`src/rtl/uart_frame_parser_pkg.sv`:
```
// uart_frame_parser_pkg
// Shared constants and types for the UART command-frame parser:
//   - frame delimiters and command codes
//   - error cause codes (err_t) and parser states (fsm_t)
//   - FRAME_OVH: bytes counted by L besides the payload (CMD + EOF, plus CHK)
// Optional feature macro: FRAME_CHECKSUM_EN (adds the CHK byte to every frame).
package uart_frame_parser_pkg;

    localparam logic [7:0] SOF_BYTE  = 8'hFE;
    localparam logic [7:0] EOF_BYTE  = 8'hEF;

    localparam logic [7:0] CMD_SIZE  = 8'd1;
    localparam logic [7:0] CMD_START = 8'd2;
    localparam logic [7:0] CMD_ROW   = 8'd3;
    localparam logic [7:0] CMD_VEC   = 8'd4;

`ifdef FRAME_CHECKSUM_EN
    localparam int FRAME_OVH = 3;
`else
    localparam int FRAME_OVH = 2;
`endif

    typedef enum logic [2:0] {
        ERR_NONE = 3'd0,
        ERR_LEN  = 3'd1,
        ERR_CMD  = 3'd2,
        ERR_EOF  = 3'd3,
        ERR_TMO  = 3'd4,
        ERR_CHK  = 3'd5
    } err_t;

    typedef enum logic [2:0] {
        S_SOF = 3'd0,
        S_LEN = 3'd1,
        S_CMD = 3'd2,
        S_PAY = 3'd3,
        S_CHK = 3'd4,
        S_EOF = 3'd5
    } fsm_t;

endpackage

```
`src/rtl/uart_frame_parser_timeout.sv`:
```
// frame_timeout_counter
// Counts idle cycles while a frame is in progress and flags an abort.
// Ports:
//   clk_i      clock
//   rst_i      synchronous active-high reset
//   clr_i      a byte arrived this cycle: restart the idle count
//   run_i      parser is mid-frame (counting enabled)
//   expired_o  high in the TIMEOUT_CYC-th consecutive idle cycle
// TIMEOUT_CYC = 0 disables the timeout completely.
module frame_timeout_counter #(
    parameter int TIMEOUT_CYC = 50000
) (
    input  logic clk_i,
    input  logic rst_i,
    input  logic clr_i,
    input  logic run_i,
    output logic expired_o
);

    generate
        if (TIMEOUT_CYC == 0) begin : g_off
            assign expired_o = 1'b0;
        end else begin : g_on
            localparam int CW = (TIMEOUT_CYC > 1) ? $clog2(TIMEOUT_CYC + 1) : 1;
            logic [CW-1:0] cnt_q;

            // Idle-cycle counter; saturates at the abort threshold.
            always_ff @(posedge clk_i) begin
                if (rst_i) begin
                    cnt_q <= {CW{1'b0}};
                end else if (clr_i || !run_i) begin
                    cnt_q <= {CW{1'b0}};
                end else if (cnt_q != CW'(TIMEOUT_CYC - 1)) begin
                    cnt_q <= cnt_q + CW'(1);
                end else begin
                    cnt_q <= cnt_q;
                end
            end

            // A byte in the threshold cycle wins over the abort.
            assign expired_o = run_i && !clr_i && (cnt_q == CW'(TIMEOUT_CYC - 1));
        end
    endgenerate

endmodule

```
`src/rtl/uart_frame_parser.sv`:
```
// uart_frame_parser
// Parses UART command frames  FE, L, CMD, payload[0..P-1], [CHK], EF
// and streams the payload bytes, tagged with the command, to the loaders.
// Ports:
//   clk_i        clock, all logic on posedge
//   rst_i        synchronous active-high reset
//   rx_data_i    received UART byte
//   rx_valid_i   1-cycle strobe qualifying rx_data_i
//   n_cfg_i      matrix dimension N, sampled when the SOF byte is accepted
//   pay_data_o   payload byte (registered)
//   pay_valid_o  1-cycle strobe per payload byte
//   pay_last_o   marks the final payload byte of a frame
//   cmd_code_o   CMD of the current frame, held until the next accepted CMD
//   frame_ok_o   1-cycle pulse: frame fully valid
//   frame_err_o  1-cycle pulse: frame aborted
//   err_code_o   cause of the last abort, held until the next one
//   busy_o       parser is inside a frame
// Optional feature macro: FRAME_CHECKSUM_EN adds a CHK byte (XOR of L, CMD
// and payload) between payload and EOF.
module uart_frame_parser
    import uart_frame_parser_pkg::*;
#(
    parameter  int DATA_W      = 8,
    parameter  int N_MAX       = 16,
    parameter  int TIMEOUT_CYC = 50000,
    localparam int LEN_W       = $clog2(N_MAX + 1)
) (
    input  logic              clk_i,
    input  logic              rst_i,
    input  logic [DATA_W-1:0] rx_data_i,
    input  logic              rx_valid_i,
    input  logic [LEN_W-1:0]  n_cfg_i,
    output logic [DATA_W-1:0] pay_data_o,
    output logic              pay_valid_o,
    output logic              pay_last_o,
    output logic [7:0]        cmd_code_o,
    output logic              frame_ok_o,
    output logic              frame_err_o,
    output err_t              err_code_o,
    output logic              busy_o
);

    fsm_t              state_q;
    logic [LEN_W-1:0]  n_lat_q;
    logic [DATA_W-1:0] len_q;
    logic [LEN_W-1:0]  rem_q;
    logic [DATA_W-1:0] pay_data_q;
    logic              pay_valid_q;
    logic              pay_last_q;
    logic [7:0]        cmd_code_q;
    logic              frame_ok_q;
    logic              frame_err_q;
    err_t              err_code_q;
`ifdef FRAME_CHECKSUM_EN
    logic [DATA_W-1:0] chk_q;
`endif

    logic              cmd_known_d;
    logic [LEN_W-1:0]  exp_d;
    logic              len_ok_d;
    logic              tmo_expired_s;

    assign busy_o = (state_q != S_SOF);

    frame_timeout_counter #(
        .TIMEOUT_CYC (TIMEOUT_CYC)
    ) u_timeout (
        .clk_i     (clk_i),
        .rst_i     (rst_i),
        .clr_i     (rx_valid_i),
        .run_i     (busy_o),
        .expired_o (tmo_expired_s)
    );

    // Decode the byte as a CMD: expected payload length and L consistency.
    always_comb begin
        cmd_known_d = 1'b1;
        exp_d       = {LEN_W{1'b0}};
        case (8'(rx_data_i))
            CMD_SIZE:         exp_d = LEN_W'(1);
            CMD_START:        exp_d = {LEN_W{1'b0}};
            CMD_ROW, CMD_VEC: exp_d = n_lat_q;
            default: begin
                cmd_known_d = 1'b0;
                exp_d       = {LEN_W{1'b0}};
            end
        endcase
        len_ok_d = (32'(exp_d) <= 32'(N_MAX)) &&
                   (32'(len_q) == 32'(exp_d) + 32'(FRAME_OVH));
    end

    // Frame FSM with registered payload stream and status outputs.
    always_ff @(posedge clk_i) begin
        if (rst_i) begin
            state_q     <= S_SOF;
            n_lat_q     <= {LEN_W{1'b0}};
            len_q       <= {DATA_W{1'b0}};
            rem_q       <= {LEN_W{1'b0}};
            pay_data_q  <= {DATA_W{1'b0}};
            pay_valid_q <= 1'b0;
            pay_last_q  <= 1'b0;
            cmd_code_q  <= 8'd0;
            frame_ok_q  <= 1'b0;
            frame_err_q <= 1'b0;
            err_code_q  <= ERR_NONE;
`ifdef FRAME_CHECKSUM_EN
            chk_q       <= {DATA_W{1'b0}};
`endif
        end else begin
            pay_valid_q <= 1'b0;
            pay_last_q  <= 1'b0;
            frame_ok_q  <= 1'b0;
            frame_err_q <= 1'b0;
            if (tmo_expired_s) begin
                frame_err_q <= 1'b1;
                err_code_q  <= ERR_TMO;
                state_q     <= S_SOF;
            end else if (rx_valid_i) begin
                case (state_q)
                    S_SOF: begin
                        if (rx_data_i == DATA_W'(SOF_BYTE)) begin
                            n_lat_q <= n_cfg_i;
                            state_q <= S_LEN;
                        end else begin
                            state_q <= S_SOF;
                        end
                    end
                    S_LEN: begin
                        len_q   <= rx_data_i;
`ifdef FRAME_CHECKSUM_EN
                        chk_q   <= rx_data_i;
`endif
                        state_q <= S_CMD;
                    end
                    S_CMD: begin
                        if (!cmd_known_d) begin
                            frame_err_q <= 1'b1;
                            err_code_q  <= ERR_CMD;
                            state_q     <= S_SOF;
                        end else if (!len_ok_d) begin
                            frame_err_q <= 1'b1;
                            err_code_q  <= ERR_LEN;
                            state_q     <= S_SOF;
                        end else begin
                            cmd_code_q <= 8'(rx_data_i);
                            rem_q      <= exp_d;
`ifdef FRAME_CHECKSUM_EN
                            chk_q      <= chk_q ^ rx_data_i;
`endif
                            if (exp_d != {LEN_W{1'b0}}) begin
                                state_q <= S_PAY;
                            end else begin
`ifdef FRAME_CHECKSUM_EN
                                state_q <= S_CHK;
`else
                                state_q <= S_EOF;
`endif
                            end
                        end
                    end
                    S_PAY: begin
                        // Delimiter values are ordinary data while counting payload.
                        pay_data_q  <= rx_data_i;
                        pay_valid_q <= 1'b1;
                        rem_q       <= rem_q - LEN_W'(1);
`ifdef FRAME_CHECKSUM_EN
                        chk_q       <= chk_q ^ rx_data_i;
`endif
                        if (rem_q == LEN_W'(1)) begin
                            pay_last_q <= 1'b1;
`ifdef FRAME_CHECKSUM_EN
                            state_q    <= S_CHK;
`else
                            state_q    <= S_EOF;
`endif
                        end else begin
                            state_q <= S_PAY;
                        end
                    end
`ifdef FRAME_CHECKSUM_EN
                    S_CHK: begin
                        if (rx_data_i == chk_q) begin
                            state_q <= S_EOF;
                        end else begin
                            frame_err_q <= 1'b1;
                            err_code_q  <= ERR_CHK;
                            state_q     <= S_SOF;
                        end
                    end
`endif
                    S_EOF: begin
                        if (rx_data_i == DATA_W'(EOF_BYTE)) begin
                            frame_ok_q <= 1'b1;
                        end else begin
                            frame_err_q <= 1'b1;
                            err_code_q  <= ERR_EOF;
                        end
                        state_q <= S_SOF;
                    end
                    default: begin
                        state_q <= S_SOF;
                    end
                endcase
            end else begin
                state_q <= state_q;
            end
        end
    end

    assign pay_data_o  = pay_data_q;
    assign pay_valid_o = pay_valid_q;
    assign pay_last_o  = pay_last_q;
    assign cmd_code_o  = cmd_code_q;
    assign frame_ok_o  = frame_ok_q;
    assign frame_err_o = frame_err_q;
    assign err_code_o  = err_code_q;

endmodule

```
`config.mk`:
```
export PLATFORM = sky130hd
export DESIGN_NAME = uart_frame_parser
export DESIGN_NICKNAME = d
export VERILOG_FILES = /design/src/rtl/uart_frame_parser_pkg.sv /design/src/rtl/uart_frame_parser_timeout.sv /design/src/rtl/uart_frame_parser.sv
export SDC_FILE = /design/constraint.sdc
export NUM_CORES = 1
export LEC_CHECK = 0
export CAP_MARGIN = 5
export CORE_ASPECT_RATIO = 0.7
export CORE_UTILIZATION = 45
export DETAILED_ROUTE_END_ITERATION = 8
export GPL_ROUTABILITY_DRIVEN = 0
export GPL_TIMING_DRIVEN = 1
export PLACE_DENSITY_LB_ADDON = 0.3
export SLEW_MARGIN = 20
export SYNTH_ARGS = -nofsm -noshare
export SYNTH_HDL_FRONTEND = slang
export SYNTH_SLANG_ARGS = --single-unit
```
`constraint.sdc`:
```
create_clock -name clk_i -period 5.25 [get_ports clk_i]
set_input_delay 1.05 -clock clk_i [delete_from_list [all_inputs] [get_ports clk_i]]
set_output_delay 1.05 -clock clk_i [all_outputs]
set_load 0.01 [all_outputs]
```
==> After elaboration in Yosys (flattened, before gate mapping) <==
Cells that the tools add are included.
{ "classes": {"order_cmp": 1, "n_mul": 0, "div_mod_pow": 0, "bitwise_logic": 4, "n_mux": 26, "n_addsub": 3, "n_reduce_logical": 27, "n_eq_ne": 20, "n_shift": 0} }
{ "op_table": {"columns": ["op", "n"], "rows": [
  ["3-bit 2-to-1 mux", 9],
  ["5-bit case mux with 2 select lines", 2],
  ["16-bit by 1-bit adder with 16-bit output, second input constant", 1],
  ["16-bit equality test, second input constant", 1],
  ["8-bit by 2-bit equality test with 1-bit output, second input constant", 2],
  ["8-bit equality test, second input constant", 2],
  ["16-bit inequality test, second input constant", 1],
  ["3-bit case mux with 4 select lines", 1],
  ["4-bit AND reduction", 3],
  ["4-bit OR reduction", 3],
  ["1-bit 2-to-1 mux", 10],
  ["5-bit 2-to-1 mux", 2],
  ["5-bit AND reduction", 2],
  ["8-bit by 1-bit equality test with 1-bit output, second input constant", 1],
  ["8-bit by 3-bit equality test with 1-bit output, second input constant", 1],
  ["8-bit by 6-bit equality test with 1-bit output", 1],
  ["5-bit by 2-bit adder with 6-bit output, second input constant", 1],
  ["3-bit by 2-bit equality test with 1-bit output, second input constant", 2],
  ["2-bit inequality test, second input constant", 3],
  ["3-bit inequality test, second input constant", 2],
  ["3-bit case mux with 2 select lines", 1],
  ["3-bit AND reduction", 2],
  ["2-bit nonzero test", 3],
  ["3-bit nonzero test", 2],
  ["15 further kinds", 23]
]} }
{ "word_totals": {"romBits": 0, "output_inout_bits": 24, "mem_count": 0, "register_bits": 60, "latch_bits": 0, "ram_bits": 0, "inputBits": 16} }

==> Longest topological paths before layout <==
{ "depth": {"ltp_word": 11, "ltp_mapped": 12, "depth_no_buf": 10} }

==> Modules after synthesis <==
Synthesis repeated with hierarchy kept, for this count alone.
{ "unflattened": {"cells_unflattened": 330, "hier_area_um2": 2976.6} }
{ "modules_own_cells": {"columns": ["mod", "instances", "area_each_um2", "seq_area_each_um2", "cells_per_inst"], "rows": [
  ["uart_frame_parser", 1, 2220.9, 880.8, 245],
  ["frame_timeout_counter", 1, 755.7, 320.3, 85]
]} }

==> Least setup slack after synthesis <==
No wires, ideal clock.
{ "synth_timing": {"kind": "input port to flip-flop", "start": "input port rx_data_i[3]", "end": "register state_q[2]", "n_path_buf": 0, "setup_slack_ns": 1.577, "path_stages": 10, "setup_time_ns": 0.057, "required_time_ns": 5.193, "arrival_ns": 3.616, "path_cell_list": "or3_1 -> a211oi_1 -> and2_1 -> ha_1 -> xor2_1 -> o21a_1 -> nor2_1 -> or4_4 -> o32ai_1 -> a21o_1"} }
{ "synth_between": {"elab_chain_cells": 9} }
{ "synth_lines": {"columns": ["item", "line", "text"], "rows": [
  ["start: declaration", "uart_frame_parser.sv:30", "input logic [DATA_W-1:0] rx_data_i,"],
  ["8-bit by 2-bit equality test with 1-bit output / 8-bit by 3-bit equality test with 1-bit output (equally long branches)", "uart_frame_parser.sv:79", "case (8'(rx_data_i))"],
  ["2-bit OR reduction", null, null],
  ["5-bit case mux with 2 select lines", "uart_frame_parser.sv:79", null],
  ["5-bit by 2-bit adder with 6-bit output", "uart_frame_parser.sv:89", "(32'(len_q) == 32'(exp_d) + 32'(FRAME_OVH));"],
  ["8-bit by 6-bit equality test with 1-bit output", "uart_frame_parser.sv:89", null],
  ["1-bit logical AND", "uart_frame_parser.sv:88", "len_ok_d = (32'(exp_d) <= 32'(N_MAX)) &&"],
  ["3-bit 2-to-1 mux", "uart_frame_parser.sv:140", "end else if (!len_ok_d) begin"],
  ["3-bit 2-to-1 mux (*)", "uart_frame_parser.sv:136", "if (!cmd_known_d) begin"],
  ["3-bit case mux with 4 select lines (*)", "uart_frame_parser.sv:119", "case (state_q)"],
  ["end signal: assignment", "uart_frame_parser.sv:205", "state_q <= state_q;"],
  ["end: declaration", "uart_frame_parser.sv:43", "fsm_t state_q;"]
]} }
Mark *: on every way between the ends. The rest lies on a longest branch, timed or not.
A chain may end at the register's enable or synchronous reset.

==> Worst setup path after layout <==
{ "layout_timing": {"start": "input port rx_data_i[2]", "end": "register cmd_code_q[4] (netlist: cmd_code_o[4])"} }
{ "layout_between": {"elab_chain_cells": 7} }
{ "layout_lines": {"columns": ["item", "line", "text"], "rows": [
  ["8-bit by 2-bit equality test with 1-bit output / 8-bit by 3-bit equality test with 1-bit output (equally long branches)", "uart_frame_parser.sv:79", null],
  ["2-bit OR reduction", null, null],
  ["5-bit case mux with 2 select lines", "uart_frame_parser.sv:79", null],
  ["5-bit by 2-bit adder with 6-bit output", "uart_frame_parser.sv:89", null],
  ["8-bit by 6-bit equality test with 1-bit output", "uart_frame_parser.sv:89", null],
  ["1-bit logical AND", "uart_frame_parser.sv:88", null],
  ["5-bit AND reduction (no source line) (*)", null, null],
  ["end signal: assignment", "uart_frame_parser.sv:145", "cmd_code_q <= 8'(rx_data_i);"],
  ["end: declaration", "uart_frame_parser.sv:50", "logic [7:0] cmd_code_q;"]
]} }
Marked as above.

==> flow_metrics.py <==
metrics = {
    "route": {
        "wl_per_cell_um": 16.2,
        "ant_nets": 0,
        "via_count": 2972,
        "wirelength_um": 8270,
        "vias_per_cell": 5.84,
        "drtIter0Drc": 260,
        "drc": 0,
        "drtPass1Iterations": 5,
    },
    "global_routing": {
        "grt_pass1_wl_um": 13700,
        "grt-ovfl-total": 0,
        "gr-usage-all-layers_pct": 24.4,
        "grt_max_degree": 38,
        "grt_pass1_vias": 2781,
        "grt_antenna_before_repair": 0,
    },
    "power": {
        "peakVddDrop_mv": 0.140,
        "power_density_nw_per_um2": 263,
        "leakage_nw": 1.31,
        "power.total_mw": 1.00,
    },
    "synthesis": {
        "synth_top_area_share_pct": 38.2,
        "seq_area_frac_synth_pct": 38.2,
        "synth.area.top_cells": "dfxtp_1, nand2_1, a21oi_1",
        "ys_warn_count": 0,
        "synth_edf_count": 0,
        "yosysTopAreaCell": "dfxtp_1",
        "synth_most_common_cell": "dfxtp_1",
        "async_flop_share_pct": 0,
        "syn-num-nets": 393,
        "synth-main-ff-cell": "dfxtp_1",
        "synth_area_um2": 3150,
        "synth_cell_types": 62,
        "synth.avg_cell_area_um2": 8.44,
        "ys_seq_elements": 60,
        "synthCells": 373,
        "synth_common_cells": "dfxtp_1, nand2_1, nor2_1",
    },
    "clocking": {
        "postCtsSetupBuffers": 0,
        "path_clk_slew_ps": 70,
        "ctsResizeCount": 0,
        "postCtsHoldBufs": 0,
        "cts_root_buf": "clkbuf_8",
        "clock-sinks": 60,
        "cts_buffers": 9,
        "cts_max_level": 3,
        "clk_latency_ps": 340,
        "cts_tree": "yes",
        "clockBufferDepth": 2,
    },
    "floorplanning": {
        "io_pins": 40,
        "core_area_um2": 6760,
        "die_x_um": 102,
        "initial_utilization_pct": 46.6,
        "die-area_um2": 7340,
        "fp-row-count": 25,
        "die_h_um": 72.0,
    },
    "timing": {
        "relSlewSlack_pct": 57.2,
        "fmax_mhz": 227,
        "hold_ws_ps": 453,
        "finalCritPeriodShare_pct": 84.0,
        "setup-violations-final": 0,
        "drv_slew": 0,
        "tightest_slew_ps": 640,
        "finalClockSkew_ps": 7.66,
        "fin_crit_ps": 4410,
        "setup_ws_ps": 838,
        "finalHoldViolCount": 0,
        "tns_ps": 0,
        "rsz0062_at_grt": "no",
    },
    "setup_path": {
        "start_kind": "primary input",
        "cp_max_fo": 15,
        "cp-end-kind": "flip-flop",
        "critPathRequiredTime_ps": 5470,
        "path_class": "primary input to flip-flop",
        "cp.arrival_ps": 4630,
    },
    "placed_design": {
        "portBuffers": 39,
        "post-place-ws_ps": 547,
        "dp_hpwl_um": 5770,
        "place_area_um2": 3600,
        "dp_cells": 493,
    },
    "layout": {
        "final_cells": 509,
        "area_delta_synth_final_pct": 21.4,
        "fin_util_pct": 56.5,
        "final_layout_size_suffix_gt1_share_pct": 7.47,
        "final_area_um2": 3820,
        "nets": 430,
        "antennaDiodeCount": 0,
    },
    "hold_path": {
        "hold_path_class": "flip-flop to flip-flop",
    },
    "flow_run": {
        "cap_viol_max_count": 0,
    },
    "status": {
        "status": "finished, final reports clean",
    },
}
-- sequential cells by signal, summed over array words and instances (netlist names) --
register	count
cmd_code_o	8
err_code_o	3
frame_err_o	1
frame_ok_o	1
len_q	8
n_lat_q	5
pay_data_o	8
pay_last_o	1
pay_valid_o	1
rem_q	5
state_q	3
u_timeout.g_on.cnt_q	16
-- per-layer routing --
metal	global-route usage, %	vias to the layer above	part of all wire [%]
met5	0	-	0
met4	9.84	0	1.5
met3	6.55	17	7.6
met2	33.7	121	41
met1	35.8	1403	50
li1	-	1431	-
-- layout by cell type (no fill, tap or decap), drive strengths merged, types with 3 or more instances in the layout --
master | netlist | layout
dfxtp | 60 | 60
nand2 | 57 | 57
clkdlybuf4s50 | 0 | 39
nor2 | 35 | 35
a21oi | 30 | 30
o21ai | 12 | 12
clkbuf | 12 | 12
xor2 | 11 | 11
nand3 | 11 | 11
nand4 | 10 | 10
nor3 | 10 | 10
inv | 9 | 9
mux2i | 8 | 8
a211oi | 7 | 7
xnor2 | 7 | 7
nor3b | 7 | 7
or3 | 6 | 6
o31ai | 6 | 6
a31oi | 4 | 4
nor4b | 4 | 4
and3 | 4 | 4
ha | 4 | 4
buf | 5 | 4
nand3b | 3 | 3
and2 | 3 | 3
nor2b | 3 | 3
a211o | 3 | 3
o211a | 3 | 3
nor4 | 3 | 3
o211ai | 3 | 3
-- logic make-up (layout without fill, tap and decap cells) --
logic type | after synthesis | after routing | synth area share [%]
simple gates | 168 | 168 | 28.4
flops | 60 | 60 | 38.2
compound gates | 89 | 89 | 20.5
xor+xnor | 18 | 18 | 5.01
buf+inv | 26 | 68 | 3.74
fa+ha+maj | 4 | 4 | 1.59
mux | 8 | 8 | 2.54
-- report_power, final --
part | switching, mW | total (mW) | internal, mW
clock network | 0.184 | 0.464 | 0.280
logic | 0.0448 | 0.0748 | 0.0300
registers | 0.00616 | 0.466 | 0.460
total | 0.235 | 1.00 | 0.770
-- path summary, 6_finish.rpt --
kind | from | endpoint | slack (ps) | cells after the start
max | rx_data_i[2] | cmd_code_o[4] | 840 | 11
min | pay_data_o[1] | pay_data_o[1] | 450 | 2
max reg2reg | n_lat_q[1] | cmd_code_o[4] | 2580 | 8
min reg2reg | pay_data_o[1] | pay_data_o[1] | 450 | 2
-- area by class of cell --
cell class / count / area (um2)
fillers: 650 / 2940
multi-input cells: 287 / 1830
flip-flops and latches: 60 / 1200
repair buffers: 43 / 420
clock buffers: 12 / 145
well taps: 94 / 118
clock inverters: 4 / 72.6
inverters: 9 / 33.8
-- worst max-delay path, stage by stage --
cell	delay [ps]
clkdlybuf4s50_1	750
or3b_4	490
a211oi_1	340
and2_1	220
ha_1	190
xor2_1	350
o21a_1	200
nor2_1	80
or4_4	580
nor3_2	280
nor3b_1	90
Note: power is estimated with default switching activity, not from simulation.
